File: config.mk
export PLATFORM = sky130hd
export DESIGN_NAME = uart_rx_bit_sampler_flat
export DESIGN_NICKNAME = d
export VERILOG_FILES = /design/src/rtl/definitions_pkg.sv /design/src/rtl/uart_rx_bit_sampler_if.sv /design/src/rtl/cdc_sync.sv /design/src/rtl/uart_rx_bit_sampler.sv /design/src/flat_wrapper.sv
export SDC_FILE = /design/constraint.sdc
export NUM_CORES = 1
export LEC_CHECK = 0
export CORE_MARGIN = 10
export CORE_UTILIZATION = 50
export DETAILED_ROUTE_END_ITERATION = 10
export GPL_TIMING_DRIVEN = 0
export PLACE_DENSITY = 0.73
export SLEW_MARGIN = 25
export SYNTH_ARGS = -nofsm -noshare
export SYNTH_HDL_FRONTEND = slang
export SYNTH_SLANG_ARGS = --single-unit
File: constraint.sdc
create_clock -name clk -period 2.4 [get_ports clk]
set_input_delay 0.24 -clock clk [delete_from_list [all_inputs] [get_ports clk]]
set_output_delay 0.24 -clock clk [all_outputs]
set_load 0.005 [all_outputs]
File: src/rtl/definitions_pkg.sv
`default_nettype none
// ============================================================================
//  Module   : definitions_pkg
//  Purpose  : Shared system constants and the receiver front-end state type.
//  Revision : 1.0  initial release
// ============================================================================
package definitions_pkg;

  localparam int CLOCK_RATE = 1_843_200;
  localparam int BAUD_RATE  = 115_200;

  typedef enum logic [2:0] {
    IDLE       = 3'd0,
    START      = 3'd1,
    DATA       = 3'd2,
    STOP       = 3'd3,
    BREAK_WAIT = 3'd4
  } rx_sync_state_t;

endpackage
`default_nettype wire

File: src/rtl/uart_rx_bit_sampler_if.sv
`default_nettype none
// ============================================================================
//  Module   : uart_rx_bit_sampler_if
//  Purpose  : Line input, enable and per-bit / per-frame outputs of the
//             oversampling receiver front end. break_det exists only when
//             RX_BREAK_DETECT_EN is defined.
//  Revision : 1.0  initial release
// ============================================================================
interface uart_rx_bit_sampler_if #(
  parameter int DATA_BITS = 8
);
  localparam int IDX_W = $clog2(DATA_BITS);

  logic             enable;
  logic             rx;
  logic             sample_valid;
  logic             sample_bit;
  logic [IDX_W-1:0] bit_index;
  logic             frame_start;
  logic             frame_done;
  logic             stop_error;
  logic             busy;
`ifdef RX_BREAK_DETECT_EN
  logic             break_det;
`endif

  // Sampler side
  modport master (
    input  enable, rx,
    output sample_valid, sample_bit, bit_index,
    output frame_start, frame_done, stop_error, busy
`ifdef RX_BREAK_DETECT_EN
    , output break_det
`endif
  );

  // Frame assembler / control side
  modport slave (
    output enable, rx,
    input  sample_valid, sample_bit, bit_index,
    input  frame_start, frame_done, stop_error, busy
`ifdef RX_BREAK_DETECT_EN
    , input break_det
`endif
  );

endinterface
`default_nettype wire

File: src/rtl/cdc_sync.sv
`default_nettype none
// ============================================================================
//  Module   : cdc_sync
//  Purpose  : Multi-flop metastability chain for a single asynchronous bit.
//  Revision : 1.0  initial release
// ============================================================================
module cdc_sync #(
  parameter int   STAGES    = 2,
  parameter logic RESET_VAL = 1'b1
) (
  input  logic clk,
  input  logic rst_n,
  input  logic d,
  output logic q
);

  logic [STAGES-1:0] chain;

  // Shift the asynchronous input through the chain; reset to the idle level
  always_ff @(posedge clk or negedge rst_n) begin
    if (!rst_n) begin
      chain <= {STAGES{RESET_VAL}};
    end else begin
      chain <= {chain[STAGES-2:0], d};
    end
  end

  assign q = chain[STAGES-1];

endmodule
`default_nettype wire

File: src/rtl/uart_rx_bit_sampler.sv
`default_nettype none
// ============================================================================
//  Module   : uart_rx_bit_sampler
//  Purpose  : Oversampling UART receive front end. Resynchronises on each
//             start edge, majority-votes the samples around mid-bit and emits
//             one strobe per data bit plus frame start/done/error pulses.
//             Optional macro RX_BREAK_DETECT_EN adds break detection.
//  Revision : 1.0  initial release
// ============================================================================
module uart_rx_bit_sampler #(
  parameter int CLOCK_RATE   = definitions_pkg::CLOCK_RATE,
  parameter int BAUD_RATE    = definitions_pkg::BAUD_RATE,
  parameter int DATA_BITS    = 8,
  parameter int STOP_BITS    = 1,
  parameter int SYNC_STAGES  = 2,
  parameter int VOTE_SAMPLES = 3
) (
  input  logic                  clk,
  input  logic                  rst_n,
  uart_rx_bit_sampler_if.master bus
);
  import definitions_pkg::*;

  localparam int OVERSAMPLE = CLOCK_RATE / BAUD_RATE;
  localparam int MID        = OVERSAMPLE / 2;
  localparam int HV         = VOTE_SAMPLES / 2;
  localparam int PH_W       = $clog2(OVERSAMPLE);
  localparam int VC_W       = $clog2(VOTE_SAMPLES + 1);
  localparam int IDX_W      = $clog2(DATA_BITS);

  localparam logic [PH_W-1:0]  WIN_LO    = PH_W'(MID - HV);
  localparam logic [PH_W-1:0]  WIN_HI    = PH_W'(MID + HV);
  localparam logic [PH_W-1:0]  PH_LAST   = PH_W'(OVERSAMPLE - 1);
  localparam logic [IDX_W-1:0] BIT_LAST  = IDX_W'(DATA_BITS - 1);
  localparam logic             STOP_LAST = 1'(STOP_BITS - 1);
  localparam logic [VC_W-1:0]  HALF      = VC_W'(HV);

  // Elaboration-time sanity checks on the configuration
  if (CLOCK_RATE % BAUD_RATE != 0) begin : g_chk_ratio
    $fatal(1, "CLOCK_RATE must be an integer multiple of BAUD_RATE");
  end
  if (OVERSAMPLE < 8) begin : g_chk_os
    $fatal(1, "oversampling ratio must be at least 8");
  end
  if ((VOTE_SAMPLES % 2 == 0) || (VOTE_SAMPLES > MID)) begin : g_chk_vote
    $fatal(1, "VOTE_SAMPLES must be odd and no larger than half a bit");
  end
  if ((DATA_BITS < 5) || (DATA_BITS > 9)) begin : g_chk_data
    $fatal(1, "DATA_BITS must be 5..9");
  end
  if ((STOP_BITS < 1) || (STOP_BITS > 2)) begin : g_chk_stop
    $fatal(1, "STOP_BITS must be 1..2");
  end
  if (SYNC_STAGES < 2) begin : g_chk_sync
    $fatal(1, "SYNC_STAGES must be at least 2");
  end

  logic             rxs;
  logic             rxs_d;
  rx_sync_state_t   state, state_nx;
  logic [PH_W-1:0]  phase, phase_nx;
  logic [VC_W-1:0]  ones;
  logic [VC_W-1:0]  vote_ones;
  logic             in_window;
  logic             vote_now;
  logic             vote;
  logic [IDX_W-1:0] bit_cnt, bit_cnt_nx;
  logic             stop_cnt, stop_cnt_nx;
  logic             stop_flag, stop_flag_nx, flag_v;
  logic             sv_q, sv_nx;
  logic             sbit_q, sbit_nx;
  logic [IDX_W-1:0] bidx_q, bidx_nx;
  logic             fs_q, fs_nx;
  logic             fd_q, fd_nx;
  logic             err_q, err_nx;
`ifdef RX_BREAK_DETECT_EN
  logic             all_zero, all_zero_nx, az_v;
  logic             brk_q, brk_nx;
`endif

  cdc_sync #(
    .STAGES    (SYNC_STAGES),
    .RESET_VAL (1'b1)
  ) u_rx_sync (
    .clk   (clk),
    .rst_n (rst_n),
    .d     (bus.rx),
    .q     (rxs)
  );

  // Delayed copy of the synchronised line for falling-edge detection
  always_ff @(posedge clk or negedge rst_n) begin
    if (!rst_n) rxs_d <= 1'b1;
    else        rxs_d <= rxs;
  end

  // Majority vote: the window count plus the sample on the last window phase
  assign in_window = (phase >= WIN_LO) && (phase <= WIN_HI);
  assign vote_now  = (phase == WIN_HI) && (state != IDLE) && (state != BREAK_WAIT);
  assign vote_ones = ones + VC_W'(rxs);
  assign vote      = (vote_ones > HALF);

  // Accumulate ones inside the vote window; clear once the vote is taken
  always_ff @(posedge clk or negedge rst_n) begin
    if (!rst_n)                          ones <= '0;
    else if (in_window && !vote_now && (state != IDLE)) ones <= vote_ones;
    else                                 ones <= '0;
  end

  // Next-state, counter and output-pulse decisions
  always_comb begin
    state_nx     = state;
    phase_nx     = (phase == PH_LAST) ? '0 : phase + PH_W'(1);
    bit_cnt_nx   = bit_cnt;
    stop_cnt_nx  = stop_cnt;
    stop_flag_nx = stop_flag;
    flag_v       = stop_flag;
    sv_nx        = 1'b0;
    sbit_nx      = sbit_q;
    bidx_nx      = bidx_q;
    fs_nx        = 1'b0;
    fd_nx        = 1'b0;
    err_nx       = 1'b0;
`ifdef RX_BREAK_DETECT_EN
    all_zero_nx  = all_zero;
    az_v         = all_zero;
    brk_nx       = 1'b0;
`endif
    case (state)
      IDLE: begin
        phase_nx = '0;
        if (rxs_d && !rxs) state_nx = START;
      end
      START: begin
        if (vote_now) begin
          if (vote) begin
            state_nx = IDLE;
            phase_nx = '0;
          end else begin
            fs_nx        = 1'b1;
            stop_flag_nx = 1'b0;
`ifdef RX_BREAK_DETECT_EN
            all_zero_nx  = 1'b1;
`endif
          end
        end else if (phase == PH_LAST) begin
          state_nx   = DATA;
          bit_cnt_nx = '0;
        end
      end
      DATA: begin
        if (vote_now) begin
          sv_nx   = 1'b1;
          sbit_nx = vote;
          bidx_nx = bit_cnt;
`ifdef RX_BREAK_DETECT_EN
          if (vote) all_zero_nx = 1'b0;
`endif
        end
        if (phase == PH_LAST) begin
          if (bit_cnt == BIT_LAST) begin
            state_nx    = STOP;
            stop_cnt_nx = 1'b0;
          end else begin
            bit_cnt_nx = bit_cnt + IDX_W'(1);
          end
        end
      end
      STOP: begin
        if (vote_now) begin
          flag_v = stop_flag | ~vote;
`ifdef RX_BREAK_DETECT_EN
          az_v   = all_zero & ~vote;
`endif
          if (stop_cnt == STOP_LAST) begin
            // Leave at the last vote so a back-to-back start edge is caught
            fd_nx    = 1'b1;
            err_nx   = flag_v;
            state_nx = IDLE;
            phase_nx = '0;
`ifdef RX_BREAK_DETECT_EN
            if (az_v) begin
              brk_nx   = 1'b1;
              err_nx   = 1'b0;
              state_nx = BREAK_WAIT;
            end
`endif
          end else begin
            stop_cnt_nx  = stop_cnt + 1'b1;
            stop_flag_nx = flag_v;
`ifdef RX_BREAK_DETECT_EN
            all_zero_nx  = az_v;
`endif
          end
        end
      end
`ifdef RX_BREAK_DETECT_EN
      BREAK_WAIT: begin
        phase_nx = '0;
        if (rxs) state_nx = IDLE;
      end
`endif
      default: begin
        state_nx = IDLE;
        phase_nx = '0;
      end
    endcase
    // Disable wins over everything and drops any pulse decided this cycle
    if (!bus.enable) begin
      state_nx = IDLE;
      phase_nx = '0;
      sv_nx    = 1'b0;
      sbit_nx  = sbit_q;
      bidx_nx  = bidx_q;
      fs_nx    = 1'b0;
      fd_nx    = 1'b0;
      err_nx   = 1'b0;
`ifdef RX_BREAK_DETECT_EN
      brk_nx   = 1'b0;
`endif
    end
  end

  // State, counters and registered outputs
  always_ff @(posedge clk or negedge rst_n) begin
    if (!rst_n) begin
      state     <= IDLE;
      phase     <= '0;
      bit_cnt   <= '0;
      stop_cnt  <= 1'b0;
      stop_flag <= 1'b0;
      sv_q      <= 1'b0;
      sbit_q    <= 1'b0;
      bidx_q    <= '0;
      fs_q      <= 1'b0;
      fd_q      <= 1'b0;
      err_q     <= 1'b0;
`ifdef RX_BREAK_DETECT_EN
      all_zero  <= 1'b0;
      brk_q     <= 1'b0;
`endif
    end else begin
      state     <= state_nx;
      phase     <= phase_nx;
      bit_cnt   <= bit_cnt_nx;
      stop_cnt  <= stop_cnt_nx;
      stop_flag <= stop_flag_nx;
      sv_q      <= sv_nx;
      sbit_q    <= sbit_nx;
      bidx_q    <= bidx_nx;
      fs_q      <= fs_nx;
      fd_q      <= fd_nx;
      err_q     <= err_nx;
`ifdef RX_BREAK_DETECT_EN
      all_zero  <= all_zero_nx;
      brk_q     <= brk_nx;
`endif
    end
  end

  assign bus.sample_valid = sv_q;
  assign bus.sample_bit   = sbit_q;
  assign bus.bit_index    = bidx_q;
  assign bus.frame_start  = fs_q;
  assign bus.frame_done   = fd_q;
  assign bus.stop_error   = err_q;
  assign bus.busy         = (state != IDLE);
`ifdef RX_BREAK_DETECT_EN
  assign bus.break_det    = brk_q;
`endif

endmodule
`default_nettype wire

File: src/flat_wrapper.sv
// flat-port wrapper written by rule: the top's interface ports become plain ports
module uart_rx_bit_sampler_flat import definitions_pkg::*;
#(
  parameter int CLOCK_RATE   = definitions_pkg::CLOCK_RATE,
  parameter int BAUD_RATE    = definitions_pkg::BAUD_RATE,
  parameter int DATA_BITS    = 8,
  parameter int STOP_BITS    = 1,
  parameter int SYNC_STAGES  = 2,
  parameter int VOTE_SAMPLES = 3
)
  (clk, rst_n, bus_enable, bus_rx, bus_sample_valid, bus_sample_bit, bus_bit_index, bus_frame_start, bus_frame_done, bus_stop_error, bus_busy);
  uart_rx_bit_sampler_if #(.DATA_BITS(DATA_BITS)) bus_i ();
  input  logic clk;
  input  logic rst_n;
  input wire logic [$bits(bus_i.enable)-1:0] bus_enable;
  input wire logic [$bits(bus_i.rx)-1:0] bus_rx;
  output wire logic [$bits(bus_i.sample_valid)-1:0] bus_sample_valid;
  output wire logic [$bits(bus_i.sample_bit)-1:0] bus_sample_bit;
  output wire logic [$bits(bus_i.bit_index)-1:0] bus_bit_index;
  output wire logic [$bits(bus_i.frame_start)-1:0] bus_frame_start;
  output wire logic [$bits(bus_i.frame_done)-1:0] bus_frame_done;
  output wire logic [$bits(bus_i.stop_error)-1:0] bus_stop_error;
  output wire logic [$bits(bus_i.busy)-1:0] bus_busy;
  assign bus_i.enable = bus_enable;
  assign bus_i.rx = bus_rx;
  assign bus_sample_valid = bus_i.sample_valid;
  assign bus_sample_bit = bus_i.sample_bit;
  assign bus_bit_index = bus_i.bit_index;
  assign bus_frame_start = bus_i.frame_start;
  assign bus_frame_done = bus_i.frame_done;
  assign bus_stop_error = bus_i.stop_error;
  assign bus_busy = bus_i.busy;
  uart_rx_bit_sampler #(.CLOCK_RATE(CLOCK_RATE), .BAUD_RATE(BAUD_RATE), .DATA_BITS(DATA_BITS), .STOP_BITS(STOP_BITS), .SYNC_STAGES(SYNC_STAGES), .VOTE_SAMPLES(VOTE_SAMPLES)) u_core (.clk(clk), .rst_n(rst_n), .bus(bus_i));
endmodule
==> results of run 1 <==
## logic make-up after synthesis
family                     share of synthesized area [%]
and+or+nand+nor                                    17.28
DFF                                                53.34
AOI/OAI and AO/OA                                  11.64
buffers and inverters                              4.262
adders and majority gates                          6.912
muxes                                              4.147
xor gates and xnor gates                           2.420
## metal layers
metal / vias up / GRT usage [%]
met5: - / 0
met4: 0 / 6.545
met3: 7 / 4.181
met2: 21 / 14.10
met1: 361 / 11.60
li1: 362 / -
## final cells by class
class                      instances  area [sq um]
multi-input combinational         60         460.4
clock buffer                       3         22.52
clock inverter                     1         5.005
tap                               27         33.78
buffer                             4         23.77
inverter                           6         22.52
timing repair buffer              13         125.1
fill                             166         749.5
sequential                        23         579.3
## cells in the final DEF (no fill, tap or decap), types with 3 or more instances in the layout
cell type / n
mux2_2: 4
dfstp_2: 3
clkbuf_4: 3
o21a_1: 3
nor2_1: 5
dfrtp_1: 20
nand2_1: 5
ha_1: 6
o21ai_0: 7
a21oi_1: 3
clkdlybuf4s50_1: 11
inv_1: 6
## worst reg2reg max path, cell delays in order (launching register included)
cell and delay [ns]:
dfrtp_1 0.42, inv_1 0.10, ha_1 0.25, nand2b_4 0.08
nor4b_4 0.46, mux2_2 0.39
## report_power, final
part	leakage [uW]	switching (uW)	internal, uW
clock	0.0000177	118	62.4
combinational	0.000233	18.4	14.0
sequential	0.000310	3.48	394
## how the worst max path moves through the flow
stage	to	slack (ns)	depth (start not counted)
after floorplan	u_core.state[0]	0.81	5
after global placement	u_core.bus.bit_index[0]	0.53	4
after detailed placement	u_core.bus.bit_index[1]	0.54	4
after CTS	bus_busy	0.40	3
after global routing	bus_busy	0.32	3
final	bus_busy	0.42	3
## through the flow
stage               worst slack [ns]  hold slack (ns)  utilization, %
floorplan                     0.8119         -0.05559               -
global route                  0.3216           0.2978           62.93
global placement              0.5304           0.3462           61.32
finish                        0.4197           0.3114           62.93
CTS                           0.4022           0.3078           62.69
detailed placement            0.5435           0.3489           61.32
## cell usage after synthesis (all sizes together) (2+ instances only)
| library cell | count |
|---|---|
| nand2 | 5 |
| ha | 6 |
| nor3b | 2 |
| xnor2 | 2 |
| dfstp | 3 |
| dfrtp | 20 |
| nor2b | 2 |
| a21oi | 3 |
| nor2 | 5 |
| o21ai | 7 |
| nand3 | 2 |
| clkbuf | 2 |
| buf | 2 |
| o21a | 3 |
| nor3 | 2 |
| a32oi | 2 |
| mux2 | 4 |
| inv | 6 |
## state kept, by name, indices dropped and copies added, names as in the netlist
name	flops
u_core.rxs_d	1
u_core.stop_flag	1
u_core.bus.frame_done	1
u_core.state	2
u_core.bus.sample_bit	1
u_core.phase	4
u_core.u_rx_sync.chain	2
u_core.bus.stop_error	1
u_core.bus.sample_valid	1
u_core.bus.frame_start	1
u_core.bus.bit_index	3
u_core.ones	2
u_core.bit_cnt	3
==> flow_metrics.py, run 1 <==
metrics = {
    "yosys": {
        "synthFlopType": "dfrtp_1",
        "syn_area_per_cell_sq_um": 11.68,
        "syn_area_sq_um": 1086,
        "ys_types": 34,
        "synthCells": 93,
        "ys_warn_count": 0,
        "synth.top_cell.area_share_pct": 46.08,
        "synth_edf_count": 0,
        "synth_area_leaders": "dfrtp_1, dfstp_2, ha_1",
        "synth-seq-cells": 23,
        "synth_area_leader_cell": "dfrtp_1",
        "syn-num-nets": 103,
        "ys_seq_area_share_pct": 53.34,
        "async_flop_share_pct": 100.0,
    },
    "sta": {
        "rsz0062_at_grt": "false",
        "finClkSkew_ns": 0.001667,
        "period_needed_ns": 1.980,
        "clock.fmax_mhz": 505.0,
        "tns_ns": 0,
        "worstMarginPinSlew_ns": 0.5027,
        "hold_viol": 0,
        "slew_headroom_pct": 66.48,
        "final-max-slew-violation-count": 0,
        "setup_violations": 0,
        "finalCritPeriodShare_pct": 82.51,
    },
    "clocking": {
        "cts_sinks": 23,
        "cts_buffers": 3,
        "clk_pin_slew_ns": 0.12,
        "clock_path_buffers": 2,
        "hold_buffers": 0,
        "tritoncts": "yes",
        "cts_root_buf": "clkbuf_4",
        "htree_num_levels": 1,
        "clkLatencyLatePin_ns": 0.31,
        "ctsResizeCount": 0,
        "postCtsSetupRepairBufs": 0,
    },
    "critical_path": {
        "critPathTopFamily": "buffers and inverters",
        "cp.arrival_ns": 1.74,
        "worstSetupStartpointType": "flip-flop",
        "rr_startpoint": "u_core.phase[1]",
        "r2r_cells": 5,
        "cpPeakStageDelay_ns": 0.45,
        "required_ns": 2.16,
        "r2r-end": "u_core.bus.bit_index[1]",
        "worst-path-buf-inv": 2,
        "r2r_slack_ns": 0.61,
        "crit_type": "flip-flop to primary output",
        "end_kind": "primary output",
        "path_max_fanout": 10,
        "worstPathCellList": "clkbuf_1 > or2_2 > clkdlybuf4s50_1",
        "cp_slowest_cell": "clkdlybuf4s50_1",
        "worstSetupStartpoint": "u_core.state[1]",
    },
    "cells_and_area": {
        "fin_cells": 137,
        "stdcell_area_sq_um": 1272,
        "fin_nets": 121,
        "area_growth_pct": 17.17,
        "drive_gt1_share_pct": 18.18,
        "n_antenna_cell": 0,
    },
    "grt": {
        "grt_max_degree": 24,
        "first_global_vias": 737,
        "grt_antenna_before_repair": 0,
        "grt_pass1_wl_mm": 3.367,
        "overflow": 0,
        "grtUsageTotal_pct": 9.829,
    },
    "placement": {
        "routabilityCongestion": 0.8448,
        "dpl.hpwl_mm": 1.457,
        "placedCellCount": 132,
        "dpl_cell_area_sq_um": 1240,
        "port_buffers": 12,
    },
    "die": {
        "core_sq_um": 2022,
        "io_pins": 13,
        "die-area_sq_um": 4436,
        "die_width_um": 66.61,
        "fp.dieH_um": 66.61,
        "initial_core_util_pct": 53.71,
        "std_cell_rows": 16,
    },
    "routing": {
        "wl_met2_um": 888,
        "drc": 0,
        "first_iter_violations": 21,
        "wl_per_cell_um": 14.72,
        "wl_mm": 2.017,
        "ant_nets": 0,
        "drtPass1Iterations": 4,
        "dr_total_vias": 751,
        "drt-met1-wl_um": 910,
        "dr.max_layer_used": "met4",
        "wl_met3_um": 160,
        "via_per_inst": 5.482,
    },
    "min_path": {
        "min_to": "u_core.u_rx_sync.chain[0]",
        "min_from": "bus_rx",
        "worstHoldPathCells": 1,
        "hp-class": "primary input to flip-flop",
    },
    "pwr": {
        "irDropWorstVdd_mv": 0.3798,
        "p_leak_uw": 0.0005602,
        "p_per_area_nw_per_um2": 479.3,
        "fin_total_pwr_uw": 609.9,
    },
    "outcome": {
        "status": "finished, final reports clean",
    },
    "run": {
        "drv_cap": 0,
    },
}
Power figures use the tool's default switching activity.
==> inputs of run 2 (changes only) <==
--- a/config.mk
+++ b/config.mk
@@ -6,7 +6,7 @@
 export NUM_CORES = 1
 export LEC_CHECK = 0
 export CORE_MARGIN = 10
-export CORE_UTILIZATION = 50
+export CORE_UTILIZATION = 48
 export DETAILED_ROUTE_END_ITERATION = 10
 export GPL_TIMING_DRIVEN = 0
 export PLACE_DENSITY = 0.73
==> constraint.sdc (replaced) <==
create_clock -name clk -period 1.63 [get_ports clk]
set_input_delay 0.163 -clock clk [delete_from_list [all_inputs] [get_ports clk]]
set_output_delay 0.163 -clock clk [all_outputs]
set_load 0.005 [all_outputs]
==> flow_metrics.py, run 2 (synthesized netlist as in run 1, its figures left out) <==
metrics = {
    "pwr": {
        "internal_power_uw": 706.5,
        "comb_power_share_pct": 6.7,
        "p_switching_uw": 202.3,
        "pwr-share-seq_pct": 64.3,
        "p_leak_uw": 0.0006028,
        "p_per_area_nw_per_um2": 656.1,
        "swShare_pct": 22.26,
        "irDropWorstVdd_mv": 0.3994,
        "power.clock.fraction_pct": 29.0,
        "fin_total_pwr_uw": 908.8,
    },
    "cells_and_area": {
        "largest_reg_flops": 4,
        "area_growth_pct": 27.53,
        "n_antenna_cell": 0,
        "final_common_cell": "dfrtp_1",
        "final_util_pct": 63.22,
        "final_cell_mix": "dfrtp_1, clkdlybuf4s50_1, o21ai_0",
        "fin_nets": 127,
        "drive_gt1_share_pct": 27.59,
        "top_register": "u_core.phase",
        "stdcell_area_sq_um": 1385,
    },
    "grt": {
        "overflow": 0,
        "grt_antenna_before_repair": 0,
        "first_global_vias": 768,
        "grt_pass1_wl_mm": 3.353,
        "grt_max_degree": 24,
        "grtUsageTotal_pct": 9.670,
    },
    "die": {
        "die_width_um": 67.57,
        "core_sq_um": 2191,
        "io_pins": 13,
        "std_cell_rows": 17,
        "fp.dieH_um": 67.57,
        "initial_core_util_pct": 49.57,
        "die-area_sq_um": 4565,
    },
    "sta": {
        "hold_viol": 0,
        "final-max-slew-violation-count": 0,
        "finalCritPeriodShare_pct": 97.43,
        "period_needed_ns": 1.588,
        "tns_ns": 0,
        "finClkSkew_ns": 0.009641,
        "clock.fmax_mhz": 629.7,
        "setup_ws_ns": 0.04193,
        "worstMarginPinSlew_ns": 0.4932,
        "rsz0062_at_grt": "false",
        "slew_headroom_pct": 67.12,
        "setup_violations": 0,
    },
    "clocking": {
        "tritoncts": "yes",
        "clk_pin_slew_ns": 0.12,
        "htree_num_levels": 1,
        "clkLatencyLatePin_ns": 0.32,
        "cts_root_buf": "clkbuf_4",
        "clock_path_buffers": 2,
        "cts_sinks": 23,
        "cts_buffers": 3,
    },
    "critical_path": {
        "path_max_fanout": 5,
        "cpPeakStageDelay_ns": 0.43,
        "cp_slowest_cell": "dfrtp_1",
        "cp.arrival_ns": 1.80,
        "end_kind": "flip-flop",
        "rr_startpoint": "u_core.phase[1]",
        "worstSetupStartpoint": "u_core.phase[1]",
        "worst-path-buf-inv": 2,
        "worstPathCellList": "inv_2 > ha_4 > nand2b_4 > nor4b_4 > buf_6 > mux2_4",
        "crit_type": "flip-flop to flip-flop",
        "critPathTopFamily": "flip-flops",
        "required_ns": 1.84,
        "worstSetupStartpointType": "flip-flop",
    },
    "routing": {
        "wl_mm": 2.109,
        "ant_nets": 0,
        "drc": 0,
        "via_per_inst": 5.271,
        "dr_total_vias": 759,
        "drtPass1Iterations": 4,
        "first_iter_violations": 15,
        "wl_per_cell_um": 14.65,
    },
    "placement": {
        "dpl_cell_area_sq_um": 1241,
        "port_buffers": 12,
        "routabilityCongestion": 0.8193,
        "dpl.hpwl_mm": 1.438,
        "dp_slack_ns": -0.1605,
    },
    "min_path": {
        "hp-class": "primary input to flip-flop",
        "min_from": "bus_rx",
    },
    "run": {
        "drv_cap": 0,
    },
    "outcome": {
        "status": "finished, final reports clean",
    },
}
==> run 2: changes by cell type in the layout (fill, tap and decap cells not counted), sizes merged <==
cell           delta
clkinv            -1
clkdlybuf4s50     -1
clkdlybuf4s15     +1
buf               +7
==> run 2: area by class of cell <==
| class | count | area (sq um) |
|---|---|---|
| buffer | 3 | 30.03 |
| clock buffer | 4 | 26.28 |
| fill | 174 | 805.8 |
| inverter | 6 | 22.52 |
| multi-input combinational | 60 | 496.7 |
| sequential | 23 | 580.6 |
| tap | 28 | 35.03 |
| timing repair buffer | 20 | 193.9 |
==> run 2: repair_timing <==
action | 4_1_cts | 5_1_grt
buffers inserted | 5 | 2
resized for setup | 10 | 7
hold buffers | 0 | 1
endpoints found under the hold margin | 0 | 20
pin swaps | 1 | 3
endpoints found under the setup margin | 6 | 6
==> run 2: final timing paths <==
kind / end / slack, ns / cells after the start
worst min register to register: u_core.u_rx_sync.chain[1] / 0.37 / 0
max in group asynchronous: u_core.u_rx_sync.chain[0] / 0.94 / 2
min in group asynchronous: u_core.phase[3] / 0.32 / 2
worst max register to register: u_core.bus.sample_bit / 0.04 / 6
worst max-delay path: u_core.bus.sample_bit / 0.04 / 6
worst min-delay path: u_core.u_rx_sync.chain[0] / 0.25 / 1
==> run 2: power by group through the flow <==
| stage | logic (uW) | registers, uW | clock network [uW] |
|---|---|---|---|
| after floorplan | 21.1 | 595 | 0 |
| after global placement | 46.9 | 595 | 0 |
| final | 61.0 | 584 | 263 |
| after global routing | 68.7 | 586 | 289 |
| after detailed placement | 48.0 | 596 | 0 |
| after CTS | 58.5 | 585 | 271 |
==> run 2: metrics by stage <==
step                      hold WS (ns)  std cells
final                           0.2466        144
after global routing            0.2548        144
after CTS                       0.2388        141
after detailed placement        0.3552        133
after global placement          0.3456        133
after floorplan                -0.1326         93
==> run 2: routing by layer <==
layer | vias to the layer above | wire (um) | track usage, %
met3 | 5 | 178 | 3.802
met4 | 0 | 42 | 5.385
met1 | 350 | 915 | 10.55
li1 | 378 | - | -
met5 | - | 0 | 0
met2 | 26 | 973 | 15.73
